**src/rtl/e203_exu_dpath_sched_if.sv**
```systemverilog
// Handshake and datapath bundle for the shared EXU datapath scheduler.
//   req_*     : four requesters (0=alu, 1=bjp, 2=agu, 3=mdv), packed per index
//   flush     : pipeline flush
//   dp_*      : issue to the shared combinational datapath and its result
//   rsp_*     : registered response with consumer back-pressure
//   lock_err  : one-cycle watchdog expiry pulse
// slave is the scheduler's view, master is the surrounding pipeline's view.
interface e203_exu_dpath_sched_if #(
  parameter int unsigned XLEN = 32
);
  logic [3:0]        req_valid;
  logic [3:0]        req_ready;
  logic [3:0]        req_lock;
  logic [4*XLEN-1:0] req_op1;
  logic [4*XLEN-1:0] req_op2;
  logic [15:0]       req_opc;
  logic              flush;
  logic              dp_vld;
  logic [XLEN-1:0]   dp_op1;
  logic [XLEN-1:0]   dp_op2;
  logic [3:0]        dp_opc;
  logic [XLEN-1:0]   dp_res;
  logic              rsp_valid;
  logic              rsp_ready;
  logic [1:0]        rsp_id;
  logic [XLEN-1:0]   rsp_data;
  logic              lock_err;

  modport slave (
    input  req_valid, req_lock, req_op1, req_op2, req_opc, flush, dp_res, rsp_ready,
    output req_ready, dp_vld, dp_op1, dp_op2, dp_opc, rsp_valid, rsp_id, rsp_data, lock_err
  );

  modport master (
    output req_valid, req_lock, req_op1, req_op2, req_opc, flush, dp_res, rsp_ready,
    input  req_ready, dp_vld, dp_op1, dp_op2, dp_opc, rsp_valid, rsp_id, rsp_data, lock_err
  );
endinterface

```
**src/rtl/e203_exu_dpath_sched.sv**
```systemverilog
// Shares one combinational datapath among four requesters. Round-robin grant
// in IDLE, exclusive ownership in LOCKED with a watchdog, and a one-deep
// registered response stage that reloads back-to-back.
//   clk, rst : clock and synchronous active-high reset
//   bus      : e203_exu_dpath_sched_if slave (requests, datapath, response)
module e203_exu_dpath_sched #(
  parameter int unsigned XLEN     = 32,
  parameter int unsigned LOCK_MAX = 64
) (
  input  logic                         clk,
  input  logic                         rst,
  e203_exu_dpath_sched_if.slave        bus
);

  typedef enum logic {IDLE = 1'b0, LOCKED = 1'b1} state_t;

  localparam logic [7:0] CNT_LAST = 8'(LOCK_MAX - 1);

  state_t          state;
  logic [1:0]      own;
  logic [1:0]      ptr;
  logic [7:0]      lock_cnt;
  logic            rsp_valid;
  logic [1:0]      rsp_id;
  logic [XLEN-1:0] rsp_data;
  logic            lock_err;

  logic            can_issue;
  logic            gnt_hit;
  logic            accept;
  logic [1:0]      gnt_idx;
  logic [1:0]      cand;
  logic [3:0]      req_ready_c;
  logic [XLEN-1:0] dp_op1_c;
  logic [XLEN-1:0] dp_op2_c;
  logic [3:0]      dp_opc_c;

  // Grant selection: owner only when locked, else first valid from ptr upward.
  always_comb begin
    can_issue = ~rst & ~bus.flush & (~rsp_valid | bus.rsp_ready);
    gnt_hit   = 1'b0;
    gnt_idx   = ptr;
    cand      = ptr;
    if (state == LOCKED) begin
      gnt_idx = own;
      gnt_hit = bus.req_valid[own];
    end else begin
      // Walk from farthest to nearest so the nearest valid candidate wins.
      for (int k = 3; k >= 0; k--) begin
        cand = ptr + 2'(k);
        if (bus.req_valid[cand]) begin
          gnt_hit = 1'b1;
          gnt_idx = cand;
        end
      end
    end
    accept = can_issue & gnt_hit;
  end

  // One-hot ready and operand mux; operands are zero when nothing issues.
  always_comb begin
    req_ready_c = '0;
    dp_op1_c    = '0;
    dp_op2_c    = '0;
    dp_opc_c    = '0;
    if (accept) begin
      req_ready_c[gnt_idx] = 1'b1;
      for (int k = 0; k < 4; k++) begin
        if (gnt_idx == 2'(k)) begin
          dp_op1_c = bus.req_op1[k*XLEN +: XLEN];
          dp_op2_c = bus.req_op2[k*XLEN +: XLEN];
          dp_opc_c = bus.req_opc[k*4 +: 4];
        end
      end
    end
  end

  assign bus.req_ready = req_ready_c;
  assign bus.dp_vld    = accept;
  assign bus.dp_op1    = dp_op1_c;
  assign bus.dp_op2    = dp_op2_c;
  assign bus.dp_opc    = dp_opc_c;
  assign bus.rsp_valid = rsp_valid;
  assign bus.rsp_id    = rsp_id;
  assign bus.rsp_data  = rsp_data;
  assign bus.lock_err  = lock_err;

  // Ownership FSM, round-robin pointer, watchdog and response register.
  always_ff @(posedge clk) begin
    if (rst) begin
      state     <= IDLE;
      own       <= '0;
      ptr       <= '0;
      lock_cnt  <= '0;
      rsp_valid <= 1'b0;
      rsp_id    <= '0;
      rsp_data  <= '0;
      lock_err  <= 1'b0;
    end else begin
      lock_err <= 1'b0;
      if (bus.flush) begin
        // Flush outranks any accept or watchdog expiry; ptr is kept.
        state     <= IDLE;
        lock_cnt  <= '0;
        rsp_valid <= 1'b0;
      end else begin
        if (accept) begin
          rsp_valid <= 1'b1;
          rsp_id    <= gnt_idx;
          rsp_data  <= bus.dp_res;
        end else if (bus.rsp_ready) begin
          rsp_valid <= 1'b0;
        end

        case (state)
          IDLE: begin
            if (accept) begin
              if (bus.req_lock[gnt_idx]) begin
                state    <= LOCKED;
                own      <= gnt_idx;
                lock_cnt <= '0;
              end else begin
                ptr <= gnt_idx + 2'd1;
              end
            end
          end
          LOCKED: begin
            // An owner accept takes precedence over watchdog expiry.
            if (accept) begin
              lock_cnt <= '0;
              if (!bus.req_lock[own]) begin
                state <= IDLE;
                ptr   <= own + 2'd1;
              end
            end else if (lock_cnt == CNT_LAST) begin
              lock_err <= 1'b1;
              state    <= IDLE;
              ptr      <= own + 2'd1;
              lock_cnt <= '0;
            end else begin
              lock_cnt <= lock_cnt + 8'd1;
            end
          end
          default: state <= IDLE;
        endcase
      end
    end
  end

endmodule

```
**src/flat_wrapper.sv**
```systemverilog
// flat-port wrapper written by rule: the top's interface ports become plain ports
module e203_exu_dpath_sched_flat 
#(
  parameter int unsigned XLEN     = 32,
  parameter int unsigned LOCK_MAX = 64
)
  (clk, rst, bus_req_valid, bus_req_lock, bus_req_op1, bus_req_op2, bus_req_opc, bus_flush, bus_dp_res, bus_rsp_ready, bus_req_ready, bus_dp_vld, bus_dp_op1, bus_dp_op2, bus_dp_opc, bus_rsp_valid, bus_rsp_id, bus_rsp_data, bus_lock_err);
  e203_exu_dpath_sched_if #(.XLEN(XLEN)) bus_i ();
  input  logic clk;
  input  logic rst;
  input wire logic [$bits(bus_i.req_valid)-1:0] bus_req_valid;
  input wire logic [$bits(bus_i.req_lock)-1:0] bus_req_lock;
  input wire logic [$bits(bus_i.req_op1)-1:0] bus_req_op1;
  input wire logic [$bits(bus_i.req_op2)-1:0] bus_req_op2;
  input wire logic [$bits(bus_i.req_opc)-1:0] bus_req_opc;
  input wire logic [$bits(bus_i.flush)-1:0] bus_flush;
  input wire logic [$bits(bus_i.dp_res)-1:0] bus_dp_res;
  input wire logic [$bits(bus_i.rsp_ready)-1:0] bus_rsp_ready;
  output wire logic [$bits(bus_i.req_ready)-1:0] bus_req_ready;
  output wire logic [$bits(bus_i.dp_vld)-1:0] bus_dp_vld;
  output wire logic [$bits(bus_i.dp_op1)-1:0] bus_dp_op1;
  output wire logic [$bits(bus_i.dp_op2)-1:0] bus_dp_op2;
  output wire logic [$bits(bus_i.dp_opc)-1:0] bus_dp_opc;
  output wire logic [$bits(bus_i.rsp_valid)-1:0] bus_rsp_valid;
  output wire logic [$bits(bus_i.rsp_id)-1:0] bus_rsp_id;
  output wire logic [$bits(bus_i.rsp_data)-1:0] bus_rsp_data;
  output wire logic [$bits(bus_i.lock_err)-1:0] bus_lock_err;
  assign bus_i.req_valid = bus_req_valid;
  assign bus_i.req_lock = bus_req_lock;
  assign bus_i.req_op1 = bus_req_op1;
  assign bus_i.req_op2 = bus_req_op2;
  assign bus_i.req_opc = bus_req_opc;
  assign bus_i.flush = bus_flush;
  assign bus_i.dp_res = bus_dp_res;
  assign bus_i.rsp_ready = bus_rsp_ready;
  assign bus_req_ready = bus_i.req_ready;
  assign bus_dp_vld = bus_i.dp_vld;
  assign bus_dp_op1 = bus_i.dp_op1;
  assign bus_dp_op2 = bus_i.dp_op2;
  assign bus_dp_opc = bus_i.dp_opc;
  assign bus_rsp_valid = bus_i.rsp_valid;
  assign bus_rsp_id = bus_i.rsp_id;
  assign bus_rsp_data = bus_i.rsp_data;
  assign bus_lock_err = bus_i.lock_err;
  e203_exu_dpath_sched #(.XLEN(XLEN), .LOCK_MAX(LOCK_MAX)) u_core (.clk(clk), .rst(rst), .bus(bus_i));
endmodule
```
**config.mk**
```make
export PLATFORM = sky130hd
export DESIGN_NAME = e203_exu_dpath_sched_flat
export DESIGN_NICKNAME = d
export VERILOG_FILES = /design/src/rtl/e203_exu_dpath_sched_if.sv /design/src/rtl/e203_exu_dpath_sched.sv /design/src/flat_wrapper.sv
export SDC_FILE = /design/constraint.sdc
export NUM_CORES = 1
export LEC_CHECK = 0
export CAP_MARGIN = 25
export CELL_PAD_IN_SITES_DETAIL_PLACEMENT = 1
export CELL_PAD_IN_SITES_GLOBAL_PLACEMENT = 1
export CORE_AREA = 2 2 166 168
export DETAILED_ROUTE_END_ITERATION = 8
export DIE_AREA = 0 0 168 170
export HOLD_SLACK_MARGIN = 0.08
export PLACE_DENSITY_LB_ADDON = 0.25
export SLEW_MARGIN = 20
export SYNTH_ARGS = -nofsm -noshare
export SYNTH_HDL_FRONTEND = slang
export SYNTH_SLANG_ARGS = --single-unit
```
**constraint.sdc**
```tcl
create_clock -name clk -period 15.4 [get_ports clk]
set_input_delay 4.62 -clock clk [delete_from_list [all_inputs] [get_ports clk]]
set_output_delay 4.62 -clock clk [all_outputs]
set_load 0.02 [all_outputs]
```
After elaboration in Yosys (flattened, before gate mapping)
Cells that the tools add are included.
{"block": "totals", "reg_bits": 49, "output_inout_bits": 109, "in_bits": 316, "elab_cells": 109}
{"block": "op_classes", "order_cmp": 7, "reduce_logical": 9, "n_addsub": 6, "eq_ne": 9, "mux": 62, "bitwise_logic": 8}
{"op": "two-way mux 32 bit", "count": 10}
{"op": "two-way mux 8 bit", "count": 4}
{"op": "two-way mux 4 bit", "count": 6}
{"op": "two-way mux 1 bit", "count": 21}
{"op": "two-way mux 2 bit", "count": 10}
{"op": "less-than comparator 2 x 3 -> 1 bit (second input constant)", "count": 6}
{"op": "one-hot mux 8 bit (2 select lines)", "count": 1}
{"op": "binary-select mux 1 bit (select 2 bit)", "count": 7}
{"op": "adder 8 x 1 -> 8 bit (second input constant)", "count": 1}
{"op": "equality test 8 x 6 -> 1 bit (second input constant)", "count": 1}
{"op": "adder 2 x 1 -> 2 bit (second input constant)", "count": 3}
{"op": "!= test 3 bit (second input constant)", "count": 2}
{"op": "AND reduction 5 bit", "count": 1}
{"op": "adder 2 bit (second input constant)", "count": 2}
{"op": "equality test 2 bit (second input constant)", "count": 2}
{"op": "!= test 2 bit (second input constant)", "count": 2}
{"op": "inverter 1 bit", "count": 4}
{"op": "one-hot mux 2 bit (2 select lines)", "count": 1}
{"op": "AND reduction 2 bit", "count": 2}
{"op": "AND reduction 4 bit", "count": 1}
{"op": "OR reduction 4 bit", "count": 1}
{"op": "bitwise AND 1 bit", "count": 3}
{"op": "demux 1 bit (select 2 bit)", "count": 1}
{"op": "equality test 2 x 1 -> 1 bit (second input constant)", "count": 1}
{"op": "8 further kinds", "count": 8}

Depth between registers and ports, before layout
Gate-level depths: netlist of the first run.
{"block": "logic_depth", "depth_word": 14, "ltp_mapped": 16, "depth_no_buf": 12}

Worst setup path before layout of the first run
Ideal clock, no wire load.
{"block": "synth_path", "path_kind": "input port to output port", "start": "in bus_req_valid[3]", "end": "out bus_dp_op2[3]", "n_path_buf": 4, "cell_stages": 16, "slack_ps": 3560, "t_arrival_ps": 7220, "required_time_ps": 10780, "path_cell_list": "buf_6 nor2_1 a22oi_2 a41oi_4 inv_1 ha_1 clkbuf_1 nor2b_1 clkbuf_1 buf_1 a22oi_1 nor2_1 a21oi_1 nor2_1 a21oi_1 nor2_1"}
{"block": "synth_via", "elab_chain_len": 13}
{"element": "start: declaration", "line_no": "flat_wrapper.sv:11", "source": "input wire logic [$bits(bus_i.req_valid)-1:0] bus_req_valid;"}
{"element": "binary-select mux 1 bit (select 2 bit)", "line_no": "e203_exu_dpath_sched.sv:51", "source": "if (bus.req_valid[cand]) begin"}
{"element": "two-way mux 1 bit (implied by the code)", "line_no": "e203_exu_dpath_sched.sv:51"}
{"element": "two-way mux 2 bit (3 in series)", "line_no": "e203_exu_dpath_sched.sv:51"}
{"element": "two-way mux 2 bit (*)", "line_no": "e203_exu_dpath_sched.sv:51"}
{"element": "two-way mux 2 bit (*)", "line_no": "e203_exu_dpath_sched.sv:44", "source": "if (state == LOCKED) begin"}
{"element": "named net u_core.gnt_idx[0]", "line_no": "e203_exu_dpath_sched.sv:31", "source": "logic [1:0] gnt_idx;"}
{"element": "logical NOT 2 bit", "line_no": "e203_exu_dpath_sched.sv:69", "source": "if (gnt_idx == 2'(k)) begin"}
{"element": "two-way mux 32 bit (3 in series)", "line_no": "e203_exu_dpath_sched.sv:69"}
{"element": "two-way mux 32 bit (*)", "line_no": "e203_exu_dpath_sched.sv:69"}
{"element": "two-way mux 32 bit (*)", "line_no": "e203_exu_dpath_sched.sv:66", "source": "if (accept) begin"}
{"element": "end: declaration", "line_no": "flat_wrapper.sv:22", "source": "output wire logic [$bits(bus_i.dp_op2)-1:0] bus_dp_op2;"}
Mark *: on every way through the listed nets, which the timed path passes. The rest lies on a longest branch. The select of a mux whose other input is x is not followed.

Worst setup path after layout of the first run
{"block": "layout_path", "start": "in bus_req_valid[3]", "end": "out bus_dp_op2[8]"}
Same word-level chain as after synthesis.

==> out/qor.yml, run 1 <==
fp.dieW_um: 168
synthXorXnorAreaFrac_pct: 0.189
ys_warn_count: 0
drt-total-wl_um: 27600
synth_seq_cells: 49
hpwl_um: 21600
hold_depth: 2
ant_nets: 0
overflow: 0
drv_slew: 0
rows: 60
min_period_ns: 13.39
rr_worst_depth: 10
period_share_pct: 87.0
drt_pre_antenna_iters: 4
drive_gt1_share_pct: 3.69
vias: 6917
core-area_um2: 26700
whs_endpoint: "u_core.bus.rsp_data[24]"
placement.io_buffers: 424
fin_cells: 1482
vdd_drop_max_mv: 0.0430
r2r_start: "u_core.state"
die-area_um2: 28600
hp-class: "reg -> reg"
relSlewSlack_pct: 42.8
powerDensity_nw_per_um2: 62.9
startpoint: "bus_req_valid[3]"
synth_async_sr_flop_share_pct: 0
cts-root-buf: "clkbuf_16"
synth_compound_area_share_pct: 36.9
ys_seq_area_share_pct: 21.2
avgSynthCellArea_um2: 6.05
outcome: "completed"
skew_ns: 0.00325
antenna_found_initial: 4
cts_buffers: 5
fillerInstances: 3285
cts_tree: "yes"
num_io_pins: 425
pre_cts_ws_ns: 1.97
path_clk_slew_ns: 0.06
wl_per_cell_um: 18.7
grt_pass1_wl_um: 41300
gp_congestion: 0.862
postLayoutCoreUtil_pct: 34.9
finalSetupViolCount: 0
cap_violations: 0
synthAdderAreaFrac_pct: 1.35
synthSimpleGateAreaFrac_pct: 32.5
grt_max_degree: 93
syn_nets: 1086
die_h_um: 170
grt_usage_pct: 18.4
cp-start-kind: "input port"
cts_hold_buffers: 0
dpl_cell_area_um2: 9130
post_cts_resized: 0
yosysUniqueCellTypes: 59
initial_core_util_pct: 17.4
r2r_end: "u_core.lock_cnt[5]"
clock_path_buffers: 2
synth-main-ff-cell: "dfxtp_1"
num-nets-final: 1459
drc_errors: 0
viasPerCell: 4.67
post-cts-setup-buffers: 0
grt_setup_unrepaired: "false"
worstPathRequired_ns: 10.78
tightestPinTransition_ns: 0.858
clk-insertion-delay-late_ns: 0.29
yosys-mux-area-fraction_pct: 1.35
cellLeakagePower_nw: 3.45
final_cell_area_um2: 9310
synthesis.area_um2: 4620
cp.arrival_ns: 8.77
grt_pass1_vias: 6884
place_inst: 1471
synth_edf_count: 0
syn_inst: 765
htreeDepth: 2
cts_num_sinks: 49
crit_fanout: 28
drtIter0Drc: 296
end_kind: "output port"
reg2reg_slack_ns: 11.43
crit_type: "in -> out"
area_growth_pct: 101
post-route-worst-setup-slack_ns: 2.01
fmax_ghz: 0.0747
synth_top_family_by_area: "compound AO/OA/AOI/OAI gates"
hold_violations: 0
tns_ns: 0
worstHoldStart: "u_core.bus.rsp_data[24]"
[cells by family (layout without fill, tap and decap cells)]
group | Yosys count | count (layout)
compound gates | 277 | 277
xor+xnor | 1 | 1
fa+ha+maj | 5 | 5
buf+inv | 75 | 448
flops | 49 | 49
mux | 5 | 5
other cells | 0 | 3
simple gates | 353 | 353
[power breakdown]
group	internal, mW	switching, mW	leakage (nW)
Sequential	0.133	0.00494	0.399
Combinational	0.168	0.169	2.98
Clock	0.0638	0.0475	0.0690
Total	0.364	0.221	3.45
[through the flow]
step	hold slack, ns	power [mW]
3_5_place_dp	0.446	0.478
3_3_place_gp	0.441	0.474
2_1_floorplan	0.470	0.317
5_1_grt	0.473	0.633
4_1_cts	0.455	0.593
6_report	0.456	0.585
[layout make-up]
class / instances / area (µm²) / share of cell area, %
antenna: 3 / 7.51 / 0.0807
sequential: 49 / 981 / 10.5
timing repair buffer: 435 / 4350 / 46.7
clock buffer: 6 / 139 / 1.49
multi-input combinational: 641 / 3380 / 36.3
tap: 341 / 427 / 4.58
inverter: 6 / 22.5 / 0.242
clock inverter: 1 / 7.51 / 0.0807
[Yosys cell counts, types with 5 or more instances]
library cell / number / area (µm²)
dfxtp_1: 49 / 981
buf_1: 7 / 26.3
nand2_1: 80 / 300
buf_2: 11 / 55.1
and3_1: 6 / 37.5
nor2b_1: 5 / 31.3
clkbuf_1: 50 / 188
a21oi_1: 171 / 856
nor3_1: 5 / 25.0
nor2_1: 218 / 818
o21ai_0: 6 / 30.0
nand3_1: 9 / 45.0
ha_1: 5 / 62.6
a22oi_1: 69 / 518
[flip-flops by register name, summed over array words and instances, names as in the netlist]
register              cells
u_core.own                2
u_core.ptr                2
u_core.bus.lock_err       1
u_core.bus.rsp_valid      1
u_core.lock_cnt           8
u_core.state              1
u_core.bus.rsp_data      32
u_core.bus.rsp_id         2
[critical path: stages]
cell and delay [ns]:
clkdlybuf4s50_1 0.58, nor2_1 0.27, a22oi_2 0.16, a41oi_4 0.39, inv_1 0.17, ha_2 0.23, nor2b_4 0.65, buf_4 0.41
a22oi_1 0.11, nor2_1 0.14, a21oi_1 0.06, nor2_1 0.17, a21oi_1 0.06, nor2_1 0.10, clkdlybuf4s50_1 0.64
[layout by cell type, fill, tap and decap left out, types with 3 or more instances in the layout]
| master | instances |
|---|---|
| clkdlybuf4s50_1 | 424 |
| nor2_1 | 218 |
| a21oi_1 | 171 |
| nand2_1 | 80 |
| a22oi_1 | 69 |
| dfxtp_1 | 49 |
| buf_4 | 10 |
| nand3_1 | 9 |
| o21ai_0 | 6 |
| and3_1 | 6 |
| nor3_1 | 5 |
| clkbuf_16 | 5 |
| nor2b_1 | 4 |
| inv_1 | 4 |
| mux2i_1 | 4 |
| diode_2 | 3 |
| or2_1 | 3 |
| o21ai_2 | 3 |
| nor3b_1 | 3 |
| or3_1 | 3 |
| nand2b_1 | 3 |
| a31oi_1 | 3 |
[how the worst max path moves through the flow]
stage	cells after the start	to	slack (ns)
3_3_place_gp	15	bus_dp_op2[8]	2.03
4_1_cts	15	bus_dp_op2[8]	1.96
3_5_place_dp	15	bus_dp_op2[8]	1.97
6_report	15	bus_dp_op2[8]	2.01
5_1_grt	15	bus_dp_op2[8]	1.65
2_1_floorplan	16	bus_dp_op2[3]	3.56
[metal layers]
metal / vias up / global-route usage, % / wire, µm
met5: - / 0 / 11
met1: 3241 / 21.4 / 11100
li1: 3414 / - / -
met3: 31 / 4.30 / 1780
met2: 229 / 34.2 / 14100
met4: 2 / 4.20 / 590
No activity file was read; power rests on OpenSTA's default activity.
==> run 2, diff against run 1 <==
--- a/config.mk
+++ b/config.mk
@@ -8,9 +8,9 @@
 export CAP_MARGIN = 25
 export CELL_PAD_IN_SITES_DETAIL_PLACEMENT = 1
 export CELL_PAD_IN_SITES_GLOBAL_PLACEMENT = 1
-export CORE_AREA = 2 2 166 168
+export CORE_AREA = 4 4 163 165
 export DETAILED_ROUTE_END_ITERATION = 8
-export DIE_AREA = 0 0 168 170
+export DIE_AREA = 0 0 167 169
 export HOLD_SLACK_MARGIN = 0.08
 export PLACE_DENSITY_LB_ADDON = 0.25
 export SLEW_MARGIN = 20
==> out/qor.yml, run 2 (same netlist as run 1, synthesis figures left out) <==
gp_congestion: 0.887  # +2.8%
finalSetupViolCount: 0  # unchanged
post-route-worst-setup-slack_ns: 2.19  # +0.181 ns
viasPerCell: 4.71  # +0.89%
top_regs: "u_core.bus.rsp_data (32), u_core.lock_cnt (8)"
clock_path_buffers: 2  # unchanged
die_h_um: 169  # -0.59%
post-cts-setup-buffers: 0  # unchanged
hp-class: "reg -> reg"
relSlewSlack_pct: 34.5  # -8.4 points
skew_ns: 0.00618  # +0.00293 ns
crit_path_cell_trace: "clkdlybuf4s50_1 > nor2_1 > a22oi_2 > a41oi_4 > inv_1 > ha_2 > nor2b_4 > buf_4 > a22oi_1 > nor2_1 > a21oi_1 > nor2_1 > a21oi_1 > nor2_1 > clkdlybuf4s50_1"
grt_pass1_vias: 6920  # +0.52%
grt_max_degree: 95  # +2.2%
end_kind: "output port"
powerDensity_nw_per_um2: 64.8  # +3.0%
dpl_cell_area_um2: 9100  # -0.23%
cp-start-kind: "input port"
core-area_um2: 25000  # -6.1%
placement.io_buffers: 424  # unchanged
htreeDepth: 2  # unchanged
cts-root-buf: "clkbuf_16"
largest_register_ffs: 32  # unchanged
fillerInstances: 3081  # -6.2%
die-area_um2: 28200  # -1.2%
postLayoutCoreUtil_pct: 37.2  # +2.2 points
fmax_ghz: 0.0757  # +1.4%
crit_slowest_cell: "buf_4"
path_common_cell: "nor2_1"
antenna_found_initial: 6  # +2
cts_buffers: 5  # unchanged
hold_ws_ns: 0.454  # -0.00146 ns
crit_fanout: 67  # +140%
tns_ns: 0  # unchanged
num_io_pins: 425  # unchanged
vias: 6927  # +0.14%
crit_path_max_incr_delay_ns: 0.64  # about the same
grt_usage_pct: 19.6  # +1.2 points
initial_core_util_pct: 18.5  # +1.1 points
crit_type: "in -> out"
cts_tree: "yes"
cts_hold_buffers: 0  # unchanged
final_cell_area_um2: 9300  # about the same
cp.arrival_ns: 8.59  # -0.18 ns
drt-total-wl_um: 29800  # +7.6%
fp.dieW_um: 167  # -0.60%
fin_cells: 1471  # -0.74%
tightestPinTransition_ns: 0.983  # +0.125 ns
num-nets-final: 1458  # -0.069%
layout_commonest_cell: "clkdlybuf4s50_1"
path_clk_slew_ns: 0.07  # about the same
hold_violations: 0  # unchanged
drive_gt1_share_pct: 3.61  # -0.085 points
outcome: "completed"
total_power_mw: 0.603  # +3.0%
layout_common_cells: "clkdlybuf4s50_1, nor2_1, a21oi_1"
drt_pre_antenna_iters: 5  # +1
worstPathRequired_ns: 10.78  # about the same
overflow: 0  # unchanged
rows: 58  # -3.3%
min_period_ns: 13.21  # -0.181 ns
wl_per_cell_um: 20.2  # +8.4%
ant_nets: 0  # unchanged
post_cts_resized: 0  # unchanged
grt_setup_unrepaired: "false"
drc_errors: 0  # unchanged
regMostFlops: "u_core.bus.rsp_data"
drtIter0Drc: 298  # +0.68%
period_share_pct: 85.8  # -1.2 points
hpwl_um: 23400  # +8.6%
cap_violations: 0  # unchanged
area_growth_pct: 101  # about the same
clk-insertion-delay-late_ns: 0.29  # about the same
cellLeakagePower_nw: 3.45  # +0.18%
grt_pass1_wl_um: 43700  # +5.8%
place_inst: 1459  # -0.82%
pre_cts_ws_ns: 2.12  # +0.144 ns
cpLargestDelayFamily: "buffers and inverters"
drv_slew: 0  # unchanged
vdd_drop_max_mv: 0.0348  # -19%
cts_num_sinks: 49  # unchanged
path_buf_inv: 4  # unchanged
-- run 2: area by class of cell --
cell class                      count  area [µm²]  share of cell area, %
Antenna cell                        4        10.0                  0.108
Clock buffer                        5         125                   1.35
Clock inverter                      2        35.0                  0.377
Inverter                            6        22.5                  0.242
Multi-Input combinational cell    641        3380                   36.3
Sequential cell                    49         981                   10.5
Tap cell                          330         413                   4.44
Timing Repair Buffer              434        4340                   46.7
-- run 2: power by group --
group,switching (mW),internal [mW],leakage (nW)
Clock,0.0493,0.0756,0.0797
Combinational,0.173,0.168,2.97
Sequential,0.00467,0.132,0.399
-- run 2: worst register-to-register path, stage by stage, from the launching register on --
cell and delay [ns]:
dfxtp_1 0.73, inv_2 0.28, a211oi_2 0.61, nand2_4 0.65, inv_2 0.20, buf_4 0.41, nor2_2 0.10, nand3_2 0.16
nor3b_1 0.07, a211o_1 0.26
-- run 2: final timing paths --
| path | startpoint | endpoint | slack (ns) | cells after the start |
|---|---|---|---|---|
| min reg2reg | u_core.bus.rsp_data[21] | u_core.bus.rsp_data[21] | 0.45 | 2 |
| max | bus_req_valid[1] | bus_dp_op2[24] | 2.19 | 15 |
| min | u_core.bus.rsp_data[21] | u_core.bus.rsp_data[21] | 0.45 | 2 |
| max reg2reg | u_core.state | u_core.lock_cnt[2] | 11.82 | 9 |
-- run 2: layer usage --
metal	global-route usage [%]	part of all wire, %	up-vias
met1	23.2	42	3237
met4	2.63	0.56	4
met2	36.4	51	254
li1	-	-	3413
met5	0	0.047	-
met3	5.23	6.7	19
